### src/rtl/alu_arbiter_if.sv
// alu_arbiter_if
//   Bundles every handshake and bus signal of alu_arbiter so the arbiter,
//   the requesting engines, the shared ALU and the response consumer all
//   attach through one object.
//
//   Parameters
//     WIDTH    operand/result width (must match the attached ALU)
//     NUM_REQ  number of requesters (2..8)
//     IDW      requester index width
//
//   Signal groups
//     req_*    per-requester valid/ready plus packed operands and op codes
//              (requester i owns bits [i*WIDTH +: WIDTH] / [i*3 +: 3])
//     alu_*    registered operands/op code to the ALU, result/carry back
//     rsp_*    single backpressured response channel tagged with rsp_id
//     busy     high while an operation is in flight or waiting to be taken
//
//   Modports
//     slave    the arbiter's view
//     master   the environment's view (requesters, ALU, consumer)
interface alu_arbiter_if #(
  parameter int WIDTH   = 8,
  parameter int NUM_REQ = 4,
  parameter int IDW     = $clog2(NUM_REQ)
);
  logic [NUM_REQ-1:0]       req_valid;
  logic [NUM_REQ-1:0]       req_ready;
  logic [NUM_REQ*WIDTH-1:0] req_a;
  logic [NUM_REQ*WIDTH-1:0] req_b;
  logic [NUM_REQ*3-1:0]     req_sel;

  logic [WIDTH-1:0]         alu_a;
  logic [WIDTH-1:0]         alu_b;
  logic [2:0]               alu_sel;
  logic [WIDTH-1:0]         alu_out;
  logic                     alu_carry;

  logic                     rsp_valid;
  logic                     rsp_ready;
  logic [IDW-1:0]           rsp_id;
  logic [WIDTH-1:0]         rsp_data;
  logic                     rsp_carry;

  logic                     busy;

  modport slave (
    input  req_valid, req_a, req_b, req_sel,
    output req_ready,
    output alu_a, alu_b, alu_sel,
    input  alu_out, alu_carry,
    output rsp_valid, rsp_id, rsp_data, rsp_carry,
    input  rsp_ready,
    output busy
  );

  modport master (
    output req_valid, req_a, req_b, req_sel,
    input  req_ready,
    input  alu_a, alu_b, alu_sel,
    output alu_out, alu_carry,
    input  rsp_valid, rsp_id, rsp_data, rsp_carry,
    output rsp_ready,
    input  busy
  );
endinterface

### src/rtl/alu_arbiter.sv
// alu_arbiter
//   Round-robin arbiter/sequencer sharing one combinational ALU among
//   NUM_REQ requesters. One request is granted at a time: its operands are
//   registered onto the ALU inputs, the ALU result is captured one cycle
//   later and returned, tagged with the requester index, on a single
//   backpressured response channel. One operation takes at least three
//   cycles (IDLE accept, EXEC, RESP handshake).
//
//   Ports
//     clk    single clock, rising edge
//     rst_n  asynchronous active-low reset
//     bus    alu_arbiter_if.slave: req_*, alu_*, rsp_*, busy
//
//   NUM_REQ is expected in 2..8 and IDW must equal $clog2(NUM_REQ).
module alu_arbiter #(
  parameter int WIDTH   = 8,
  parameter int NUM_REQ = 4,
  parameter int IDW     = $clog2(NUM_REQ)
) (
  input  logic          clk,
  input  logic          rst_n,
  alu_arbiter_if.slave  bus
);

  typedef enum logic [1:0] {
    IDLE = 2'd0,
    EXEC = 2'd1,
    RESP = 2'd2
  } state_e;

  localparam logic [IDW:0]   NREQ_W   = (IDW+1)'(NUM_REQ);
  localparam logic [IDW-1:0] LAST_IDX = IDW'(NUM_REQ - 1);

  state_e             state_q, state_d;
  logic [IDW-1:0]     ptr_q, ptr_d;
  logic [IDW-1:0]     id_q;

  logic [WIDTH-1:0]   alu_a_q, alu_b_q;
  logic [2:0]         alu_sel_q;

  logic               rsp_valid_q;
  logic [IDW-1:0]     rsp_id_q;
  logic [WIDTH-1:0]   rsp_data_q;
  logic               rsp_carry_q;

  logic [IDW-1:0]     grant;
  logic               grant_found;
  logic               accept;
  logic [WIDTH-1:0]   a_sel, b_sel;
  logic [2:0]         op_sel;

  // Round-robin search: rotate the valid vector so that index ptr lands at
  // bit 0, take the lowest set bit, then add ptr back modulo NUM_REQ.
  // Duplicating the vector makes the rotate a plain right shift.
  always_comb begin : arb_search
    logic [2*NUM_REQ-1:0] vld_dbl;
    logic [NUM_REQ-1:0]   vld_rot;
    logic [IDW:0]         off;
    logic [IDW:0]         sum;
    vld_dbl     = {bus.req_valid, bus.req_valid};
    vld_rot     = NUM_REQ'(vld_dbl >> ptr_q);
    off         = '0;
    grant_found = 1'b0;
    // Scan downward so the lowest offset is the last one written.
    for (int k = NUM_REQ - 1; k >= 0; k--) begin
      if (vld_rot[k]) begin
        off         = (IDW+1)'(k);
        grant_found = 1'b1;
      end
    end
    sum = {1'b0, ptr_q} + off;
    if (sum >= NREQ_W) begin
      sum = sum - NREQ_W;
    end
    grant = sum[IDW-1:0];
  end

  // Operand/op-code slice of the granted requester.
  always_comb begin : payload_mux
    a_sel  = '0;
    b_sel  = '0;
    op_sel = '0;
    for (int i = 0; i < NUM_REQ; i++) begin
      if (grant == IDW'(i)) begin
        a_sel  = bus.req_a[i*WIDTH +: WIDTH];
        b_sel  = bus.req_b[i*WIDTH +: WIDTH];
        op_sel = bus.req_sel[i*3 +: 3];
      end
    end
  end

  assign accept = (state_q == IDLE) && grant_found;

  // Ready is gated by rst_n so nothing is offered while reset is held,
  // even though the state register already reads IDLE.
  assign bus.req_ready = (rst_n && accept)
                       ? ({{(NUM_REQ-1){1'b0}}, 1'b1} << grant)
                       : '0;

  // FSM state and pointer registers
  always_ff @(posedge clk or negedge rst_n) begin
    if (!rst_n) begin
      state_q <= IDLE;
      ptr_q   <= '0;
    end else begin
      state_q <= state_d;
      ptr_q   <= ptr_d;
    end
  end

  always_comb begin : fsm_next
    state_d = state_q;
    ptr_d   = ptr_q;
    case (state_q)
      IDLE: begin
        if (accept) begin
          state_d = EXEC;
          // Pointer moves only on accept, so idle cycles never skip anyone.
          ptr_d   = (grant == LAST_IDX) ? '0 : grant + 1'b1;
        end
      end
      EXEC: begin
        state_d = RESP;
      end
      RESP: begin
        if (bus.rsp_ready) begin
          state_d = IDLE;
        end
      end
      default: begin
        state_d = IDLE;
      end
    endcase
  end

  // Operand registers: loaded on accept, held everywhere else
  always_ff @(posedge clk or negedge rst_n) begin
    if (!rst_n) begin
      alu_a_q   <= '0;
      alu_b_q   <= '0;
      alu_sel_q <= '0;
      id_q      <= '0;
    end else if (accept) begin
      alu_a_q   <= a_sel;
      alu_b_q   <= b_sel;
      alu_sel_q <= op_sel;
      id_q      <= grant;
    end
  end

  // Response registers: capture ALU result at the end of EXEC, hold in RESP
  always_ff @(posedge clk or negedge rst_n) begin
    if (!rst_n) begin
      rsp_valid_q <= 1'b0;
      rsp_id_q    <= '0;
      rsp_data_q  <= '0;
      rsp_carry_q <= 1'b0;
    end else begin
      if (state_q == EXEC) begin
        rsp_valid_q <= 1'b1;
        rsp_id_q    <= id_q;
        rsp_data_q  <= bus.alu_out;
        // Carry only means something for add (000) and sub (001).
        rsp_carry_q <= (alu_sel_q == 3'b000 || alu_sel_q == 3'b001)
                     ? bus.alu_carry : 1'b0;
      end else if (state_q == RESP && bus.rsp_ready) begin
        rsp_valid_q <= 1'b0;
      end
    end
  end

  assign bus.alu_a     = alu_a_q;
  assign bus.alu_b     = alu_b_q;
  assign bus.alu_sel   = alu_sel_q;
  assign bus.rsp_valid = rsp_valid_q;
  assign bus.rsp_id    = rsp_id_q;
  assign bus.rsp_data  = rsp_data_q;
  assign bus.rsp_carry = rsp_carry_q;
  assign bus.busy      = (state_q != IDLE);

endmodule

### src/flat_wrapper.sv
// flat-port wrapper written by rule: the top's interface ports become plain ports
module alu_arbiter_flat 
#(
  parameter int WIDTH   = 8,
  parameter int NUM_REQ = 4,
  parameter int IDW     = $clog2(NUM_REQ)
)
  (clk, rst_n, bus_req_valid, bus_req_a, bus_req_b, bus_req_sel, bus_req_ready, bus_alu_a, bus_alu_b, bus_alu_sel, bus_alu_out, bus_alu_carry, bus_rsp_valid, bus_rsp_id, bus_rsp_data, bus_rsp_carry, bus_rsp_ready, bus_busy);
  alu_arbiter_if #(.WIDTH(WIDTH), .NUM_REQ(NUM_REQ), .IDW(IDW)) bus_i ();
  input  logic clk;
  input  logic rst_n;
  input wire logic [$bits(bus_i.req_valid)-1:0] bus_req_valid;
  input wire logic [$bits(bus_i.req_a)-1:0] bus_req_a;
  input wire logic [$bits(bus_i.req_b)-1:0] bus_req_b;
  input wire logic [$bits(bus_i.req_sel)-1:0] bus_req_sel;
  output wire logic [$bits(bus_i.req_ready)-1:0] bus_req_ready;
  output wire logic [$bits(bus_i.alu_a)-1:0] bus_alu_a;
  output wire logic [$bits(bus_i.alu_b)-1:0] bus_alu_b;
  output wire logic [$bits(bus_i.alu_sel)-1:0] bus_alu_sel;
  input wire logic [$bits(bus_i.alu_out)-1:0] bus_alu_out;
  input wire logic [$bits(bus_i.alu_carry)-1:0] bus_alu_carry;
  output wire logic [$bits(bus_i.rsp_valid)-1:0] bus_rsp_valid;
  output wire logic [$bits(bus_i.rsp_id)-1:0] bus_rsp_id;
  output wire logic [$bits(bus_i.rsp_data)-1:0] bus_rsp_data;
  output wire logic [$bits(bus_i.rsp_carry)-1:0] bus_rsp_carry;
  input wire logic [$bits(bus_i.rsp_ready)-1:0] bus_rsp_ready;
  output wire logic [$bits(bus_i.busy)-1:0] bus_busy;
  assign bus_i.req_valid = bus_req_valid;
  assign bus_i.req_a = bus_req_a;
  assign bus_i.req_b = bus_req_b;
  assign bus_i.req_sel = bus_req_sel;
  assign bus_req_ready = bus_i.req_ready;
  assign bus_alu_a = bus_i.alu_a;
  assign bus_alu_b = bus_i.alu_b;
  assign bus_alu_sel = bus_i.alu_sel;
  assign bus_i.alu_out = bus_alu_out;
  assign bus_i.alu_carry = bus_alu_carry;
  assign bus_rsp_valid = bus_i.rsp_valid;
  assign bus_rsp_id = bus_i.rsp_id;
  assign bus_rsp_data = bus_i.rsp_data;
  assign bus_rsp_carry = bus_i.rsp_carry;
  assign bus_i.rsp_ready = bus_rsp_ready;
  assign bus_busy = bus_i.busy;
  alu_arbiter #(.WIDTH(WIDTH), .NUM_REQ(NUM_REQ), .IDW(IDW)) u_core (.clk(clk), .rst_n(rst_n), .bus(bus_i));
endmodule
### config.mk
export PLATFORM = sky130hd
export DESIGN_NAME = alu_arbiter_flat
export DESIGN_NICKNAME = d
export VERILOG_FILES = /design/src/rtl/alu_arbiter_if.sv /design/src/rtl/alu_arbiter.sv /design/src/flat_wrapper.sv
export SDC_FILE = /design/constraint.sdc
export NUM_CORES = 1
export LEC_CHECK = 0
export BUFFER_PORTS_ARGS = -buffer_cell sky130_fd_sc_hd__buf_4
export CAP_MARGIN = 15
export CORE_MARGIN = 10
export CORE_UTILIZATION = 41
export DETAILED_ROUTE_END_ITERATION = 7
export MAX_ROUTING_LAYER = met4
export PLACE_DENSITY = 0.77
export SETUP_SLACK_MARGIN = 0.02
export SYNTH_ARGS = -nofsm -noshare
export SYNTH_HDL_FRONTEND = slang
export SYNTH_SLANG_ARGS = --single-unit
### constraint.sdc
create_clock -name clk -period 4.3 [get_ports clk]
set_clock_uncertainty 0.2 [all_clocks]
set_input_delay 1.075 -clock clk [delete_from_list [all_inputs] [get_ports clk]]
set_output_delay 1.075 -clock clk [all_outputs]
set_load 0.1 [all_outputs]
# --- After elaboration in Yosys (flattened, before gate mapping) ---
# Index checks and enable logic that the tools add are counted.
totals:
  word_cells: 64
  out_inout_bits: 36
  romBits: 0
  memories: 0
  reg_bits: 37
  mem_bits_rw: 0
  latch_bits: 0
op_classes:
  shifts: 2
  bitwise_logic: 0
  n_eq_ne: 8
  n_reduce_logical: 11
  n_addsub: 3
  multipliers: 0
  magnitude_cmp: 1
  div: 0
  muxes: 29
ops:
  columns: ["operator", "n"]
  rows:
  - ["8-bit 2-to-1 mux", 8]
  - ["3-bit 2-to-1 mux", 7]
  - ["2-bit 2-to-1 mux", 5]
  - ["8-bit by 2-bit >> shifter with 4-bit output", 1]
  - ["1-bit 2-to-1 mux", 7]
  - ["2-bit equality test, second input constant", 3]
  - ["2-bit case mux with 3 select lines", 1]
  - ["2-bit by 1-bit equality test with 1-bit output, second input constant", 2]
  - ["2-bit logical NOT", 2]
  - ["4-bit 2-to-1 mux", 1]
  - ["2-bit AND reduction", 2]
  - ["2-bit nonzero test", 2]
  - ["1-bit by 2-bit left shift with 4-bit output, first input constant", 1]
  - ["2-bit by 3-bit adder with 3-bit output", 1]
  - ["3-bit by 1-bit equality test with 1-bit output, second input constant", 1]
  - ["3-bit >= comparator, second input constant", 1]
  - ["1-bit logical AND", 3]
  - ["3-bit logical NOT", 1]
  - ["2-bit by 1-bit adder with 2-bit output, second input constant", 1]
  - ["2-bit by 1-bit != test with 1-bit output, second input constant", 1]
  - ["2-bit != test, second input constant", 1]
  - ["2-bit by 1-bit subtractor with 2-bit output, second input constant", 1]
  - ["1-bit logical OR", 1]

# --- Logic depth before layout (Yosys ltp) ---
depth:
  depth_word: 13
  ltp_mapped: 16

# --- Worst setup path after synthesis ---
# OpenSTA, ideal clock, no wires.
synth_path:
  path_kind: "input port to output port"
  from: "input bus_req_valid[2]"
  to: "output bus_req_ready[2]"
  t_required_ps: 3025
  arrival_ps: 3920
  stages: 12
  n_path_buf: 3
  slack_ps: -895
  cell_sequence: "buf_6 a221o_1 nand2_1 o221ai_1 ha_1 xor2_1 and3_1 or2_1 ha_1 clkbuf_1 clkbuf_1 and3_1"
synth_via:
  elab_chain_cells: 10
  elab_cells_between_ends: 17
  cone_classes: "2 x add/sub; 1 x order compare; 2 x shift; 10 x mux; 2 x reduce/logical"
synth_rtl:
  columns: ["element", "line", "source"]
  rows:
  - ["start, declared", "flat_wrapper.sv:12", "input wire logic [$bits(bus_i.req_valid)-1:0] bus_req_valid;"]
  - ["8-bit by 2-bit >> shifter with 4-bit output *", "alu_arbiter.sv:61", "vld_rot = NUM_REQ'(vld_dbl >> ptr_q);"]
  - ["2-bit 2-to-1 mux", "alu_arbiter.sv:66", "if (vld_rot[k]) begin"]
  - ["3-bit 2-to-1 mux (2 in series)", "alu_arbiter.sv:66", null]
  - ["3-bit 2-to-1 mux *", "alu_arbiter.sv:66", null]
  - ["2-bit by 3-bit adder with 3-bit output *", "alu_arbiter.sv:71", "sum = {1'b0, ptr_q} + off;"]
  - ["3-bit >= comparator / 2-bit by 1-bit subtractor with 2-bit output (equally long branches)", "alu_arbiter.sv:72, alu_arbiter.sv:73", null]
  - ["2-bit 2-to-1 mux *", "alu_arbiter.sv:72", "if (sum >= NREQ_W) begin"]
  - ["named net u_core.arb_search.sum[1]", "alu_arbiter.sv:59", "logic [IDW:0] sum;"]
  - ["1-bit by 2-bit left shift with 4-bit output *", "alu_arbiter.sv:97", "? ({{(NUM_REQ-1){1'b0}}, 1'b1} << grant)"]
  - ["4-bit 2-to-1 mux *", "alu_arbiter.sv:97", null]
  - ["end, declared", "flat_wrapper.sv:16", "output wire logic [$bits(bus_i.req_ready)-1:0] bus_req_ready;"]
# Mark *: on every way through the listed nets, which the timed path passes. The rest lies on a longest branch.

# --- Worst setup path in the final report ---
layout_path:
  from: "input bus_req_valid[1]"
  to: "output bus_req_ready[3]"
# The elaborated chain is that of the path after synthesis.

==> impl_metrics.prom <==
# TYPE chip_impl_metric gauge
chip_impl_info{name="run_status",value="finished clean"} 1
chip_impl_metric{name="grt_antenna_before_repair",unit=""} 0
chip_impl_metric{name="synth_fp_nets",unit=""} 361
chip_impl_metric{name="clock_insertion_delay_worst_skew",unit="ns"} 0.29
chip_impl_metric{name="grt_start_max_net_pins",unit=""} 40
chip_impl_metric{name="critPathMaxStageDelay",unit="ns"} 0.33
chip_impl_metric{name="cts_hold_repair.buffers",unit=""} 0
chip_impl_info{name="cpMaxStageDelayCell",value="sky130_fd_sc_hd__a221o_1"} 1
chip_impl_info{name="cell_by_cell_listing_of_the_critical_path",value="buf_6 -> a221o_1 -> nand2_1 -> o221ai_2 -> ha_2 -> xor2_2 -> buf_4 -> a21oi_4 -> or2_1 -> ha_2 -> and3_4 -> buf_12"} 1
chip_impl_metric{name="grt_pass1_vias",unit=""} 2435
chip_impl_info{name="dominantRegCellSynth",value="sky130_fd_sc_hd__dfrtp_1"} 1
chip_impl_info{name="criticalPathCategory",value="input port to primary output"} 1
chip_impl_metric{name="ant_nets",unit=""} 0
chip_impl_metric{name="finalMaxSlewViolations",unit=""} 0
chip_impl_metric{name="routed_via_density",unit=""} 5.27
chip_impl_metric{name="dr.first_iter.drc_count",unit=""} 59
chip_impl_metric{name="post_synth_fa_ha_maj_area_fraction",unit=""} 0.0261
chip_impl_metric{name="reg2reg_depth",unit=""} 16
chip_impl_metric{name="period_utilization_post_route",unit=""} 0.994
chip_impl_metric{name="dp.final_hpwl",unit="mm"} 5.90
chip_impl_info{name="rsz0062_at_grt",value="yes"} 1
chip_impl_metric{name="synth-compound-area-share",unit=""} 0.317
chip_impl_metric{name="die_width",unit="um"} 96.5
chip_impl_metric{name="grt_pass1_wl",unit="mm"} 11.8
chip_impl_metric{name="achievable-frequency",unit="MHz"} 234
chip_impl_metric{name="drcViolationCount",unit=""} 0
chip_impl_metric{name="netlist.area_leader.share",unit=""} 0.386
chip_impl_metric{name="synth.ff_latch_count",unit=""} 37
chip_impl_info{name="ctsRootBufferMaster",value="sky130_fd_sc_hd__clkbuf_8"} 1
chip_impl_metric{name="gate_count_after_technology_mapping",unit=""} 264
chip_impl_metric{name="mappedNetlistArea",unit="mm2"} 0.00240
chip_impl_metric{name="crit_arrival",unit="ns"} 3.00
chip_impl_metric{name="worst-slew-pin-transition",unit="ns"} 0.494
chip_impl_info{name="synth_top_area_cell",value="sky130_fd_sc_hd__dfrtp_1"} 1
chip_impl_info{name="synth_top_family_by_area",value="compound AO/OA/AOI/OAI gates"} 1
chip_impl_metric{name="worst_ep_required_time",unit="ns"} 3.02
chip_impl_info{name="worst_min_delay_path_startpoint",value="u_core.id_q[1]"} 1
chip_impl_info{name="worst_r2r_endpoint",value="u_core.bus.alu_a[3]"} 1
chip_impl_info{name="critical-path-top-cell-by-count",value="sky130_fd_sc_hd__ha_2"} 1
chip_impl_info{name="critical_path.endpoint_type",value="primary output"} 1
chip_impl_metric{name="num-nets-final",unit=""} 486
chip_impl_metric{name="yosys.area_share.simple",unit=""} 0.161
chip_impl_metric{name="syn_avg_cell_area",unit="um2"} 9.09
chip_impl_info{name="min-delay-path-class",value="flop to flop"} 1
chip_impl_metric{name="placementRows",unit=""} 27
chip_impl_metric{name="vias",unit=""} 2434
chip_impl_metric{name="antenna_cells",unit=""} 0
chip_impl_metric{name="synthXorXnorAreaFrac",unit=""} 0.00365
chip_impl_metric{name="detail_route.first_pass.iterations",unit=""} 4
chip_impl_metric{name="dieArea",unit="mm2"} 0.00931
chip_impl_metric{name="design.portCount",unit=""} 128
chip_impl_metric{name="register_to_register_setup_slack",unit="ns"} 0.75
chip_impl_metric{name="initial_util",unit=""} 0.428
chip_impl_info{name="synth.most_common_cell",value="sky130_fd_sc_hd__nand2_1"} 1
chip_impl_metric{name="total_clock_buffers_created_by_cts",unit=""} 5
chip_impl_metric{name="final_hold_viol_count",unit=""} 0
chip_impl_info{name="synthTopCellsByCount",value="sky130_fd_sc_hd__nand2_1, sky130_fd_sc_hd__dfrtp_1, sky130_fd_sc_hd__a21oi_2, sky130_fd_sc_hd__nor2_1, sky130_fd_sc_hd__inv_1"} 1
chip_impl_metric{name="cts.clk_slew.worst_paths",unit="ns"} 0.07
chip_impl_info{name="holdPathEnd",value="u_core.bus.rsp_id[1]"} 1
chip_impl_metric{name="cp_max_fo",unit=""} 3
chip_impl_info{name="r2r_start",value="u_core.ptr_q[0]"} 1
chip_impl_metric{name="fin_tns_setup",unit="ns"} 0
chip_impl_metric{name="final_period_minus_worst_setup_slack",unit="ns"} 4.27
chip_impl_metric{name="globalplace.congestion",unit=""} 0.811
chip_impl_metric{name="number_of_levels_in_the_clock_h_tree",unit=""} 2
chip_impl_metric{name="post_drt_wl_per_cell",unit="um"} 16.6
chip_impl_metric{name="yosysSeqAreaShare",unit=""} 0.386
chip_impl_info{name="cts_tree",value="yes"} 1
chip_impl_metric{name="max_transition_margin",unit=""} 0.671
chip_impl_metric{name="postSynth.asyncResetShare",unit=""} 1.00
chip_impl_metric{name="synth_enable_flop_cells",unit=""} 0
chip_impl_metric{name="io_buffers",unit=""} 127
chip_impl_metric{name="nFillCells",unit=""} 479
chip_impl_metric{name="ctsLongestPathBuffers",unit=""} 2
chip_impl_metric{name="drive_above_1_share",unit=""} 0.515
chip_impl_metric{name="yosys-mux-area-fraction",unit=""} 0.00626
chip_impl_metric{name="floorplan.core_area",unit="mm2"} 0.00561
chip_impl_metric{name="finalSetupViolations",unit=""} 0
chip_impl_metric{name="min_path_cells",unit=""} 2
chip_impl_metric{name="area.growth.synth_to_final",unit="%"} 52.0
chip_impl_metric{name="drt-total-wl",unit="mm"} 7.69
chip_impl_metric{name="maxCapViolations",unit=""} 0
chip_impl_info{name="startpoint_type",value="input port"} 1
chip_impl_metric{name="yosysUniqueCellTypes",unit=""} 34
chip_impl_metric{name="clock_sink_count",unit=""} 37
chip_impl_metric{name="yosys_warnings",unit=""} 0
chip_impl_metric{name="dieHeight",unit="um"} 96.5
chip_impl_info{name="ys_top_cells_by_area",value="sky130_fd_sc_hd__dfrtp_1, sky130_fd_sc_hd__a21oi_2, sky130_fd_sc_hd__a211o_1"} 1
chip_impl_metric{name="grt_usage",unit=""} 0.162
chip_impl_metric{name="global_route.overflow_total",unit=""} 0
## cell families (layout without fill, tap and decap cells)
kind of cell               after synthesis  after routing
muxes                                    1              1
DFF                                     37             37
buffers and inverters                   44            170
AOI/OAI and AO/OA                       90             90
and+or+nand+nor                         86             86
adders and majority gates                5              5
xor gates and xnor gates                 1              1
## final cells by class
cell class | instances | area, um2 | area share
multi-input combinational | 183 | 1300 | 0.356
timing repair buffer | 140 | 1110 | 0.304
sequential | 37 | 926 | 0.254
inverter | 22 | 90.1 | 0.0247
tap | 72 | 90.1 | 0.0247
clock buffer | 5 | 68.8 | 0.0189
clock inverter | 3 | 65.1 | 0.0178
## routing by layer
layer | vias up | global-route usage | share of wire
li1 | 1174 | - | -
met1 | 1159 | 0.201 | 0.43
met4 | 0 | 0.0266 | 0.0049
met5 | - | - | 0
met3 | 5 | 0.0524 | 0.10
met2 | 96 | 0.254 | 0.46
## how the worst max path moves through the flow
stage	slack (ns)	from	endpoint
after global placement	-0.07	bus_req_valid[0]	bus_req_ready[2]
after global routing	-0.08	bus_req_valid[1]	bus_req_ready[3]
after CTS	0.02	bus_req_valid[0]	bus_req_ready[3]
after floorplan	-0.19	bus_req_valid[2]	bus_req_ready[2]
after detailed placement	-0.09	bus_req_valid[0]	bus_req_ready[3]
final	0.03	bus_req_valid[1]	bus_req_ready[3]
## layout by cell type, fill, tap and decap left out, types with 3 or more instances in the layout
master / synthesis / final
sky130_fd_sc_hd__buf_12: 0 / 4
sky130_fd_sc_hd__nor2_1: 23 / 20
sky130_fd_sc_hd__dfrtp_1: 37 / 37
sky130_fd_sc_hd__a21oi_1: 7 / 7
sky130_fd_sc_hd__nor2_2: 0 / 3
sky130_fd_sc_hd__clkbuf_8: 0 / 5
sky130_fd_sc_hd__inv_1: 21 / 21
sky130_fd_sc_hd__o21ai_0: 4 / 4
sky130_fd_sc_hd__or2_1: 4 / 4
sky130_fd_sc_hd__a21oi_2: 34 / 33
sky130_fd_sc_hd__nor2b_1: 3 / 3
sky130_fd_sc_hd__a211o_1: 19 / 19
sky130_fd_sc_hd__ha_2: 0 / 3
sky130_fd_sc_hd__nor3b_1: 3 / 3
sky130_fd_sc_hd__and3_4: 0 / 4
sky130_fd_sc_hd__a221oi_1: 19 / 19
sky130_fd_sc_hd__buf_4: 4 / 134
sky130_fd_sc_hd__nand2_1: 40 / 39
## critical path: cells and delay by family
kind                     cells  cell delay (ns)
buffers and inverters        3             0.41
AO/OA/AOI/OAI                3             0.55
XOR/XNOR                     1             0.14
adder cells (fa/ha/maj)      2             0.40
AND/OR/NAND/NOR              3             0.40
## timing repair
item / CTS / global route
setup buffers: 1 / 0
pin swaps: 3 / 4
gates resized for setup: 11 / 11
setup endpoints to repair: 4 / 4
## stage by stage
step	instance area [um2]	utilization	cells	hold WS [ns]	worst slack (ns)
finish	3650	0.650	462	0.270	0.0264
global route	3650	0.650	462	0.308	-0.0813
CTS	3600	0.642	462	0.272	0.0204
detailed placement	3410	0.608	453	0.250	-0.0908
global placement	3410	0.608	453	0.247	-0.0663
floorplan	2450	-	264	0.230	-0.187
## state kept, by name (all words and copies together) (netlist names)
register              count
u_core.bus.alu_a          8
u_core.bus.alu_b          8
u_core.bus.rsp_data       8
u_core.bus.alu_sel        3
u_core.bus.rsp_id         2
u_core.id_q               2
u_core.ptr_q              2
u_core.state_q            2
u_core.bus.rsp_carry      1
u_core.bus.rsp_valid      1
Power is not shown: default switching activity piles up to over one toggle a cycle in this logic, so the estimate is an artifact.
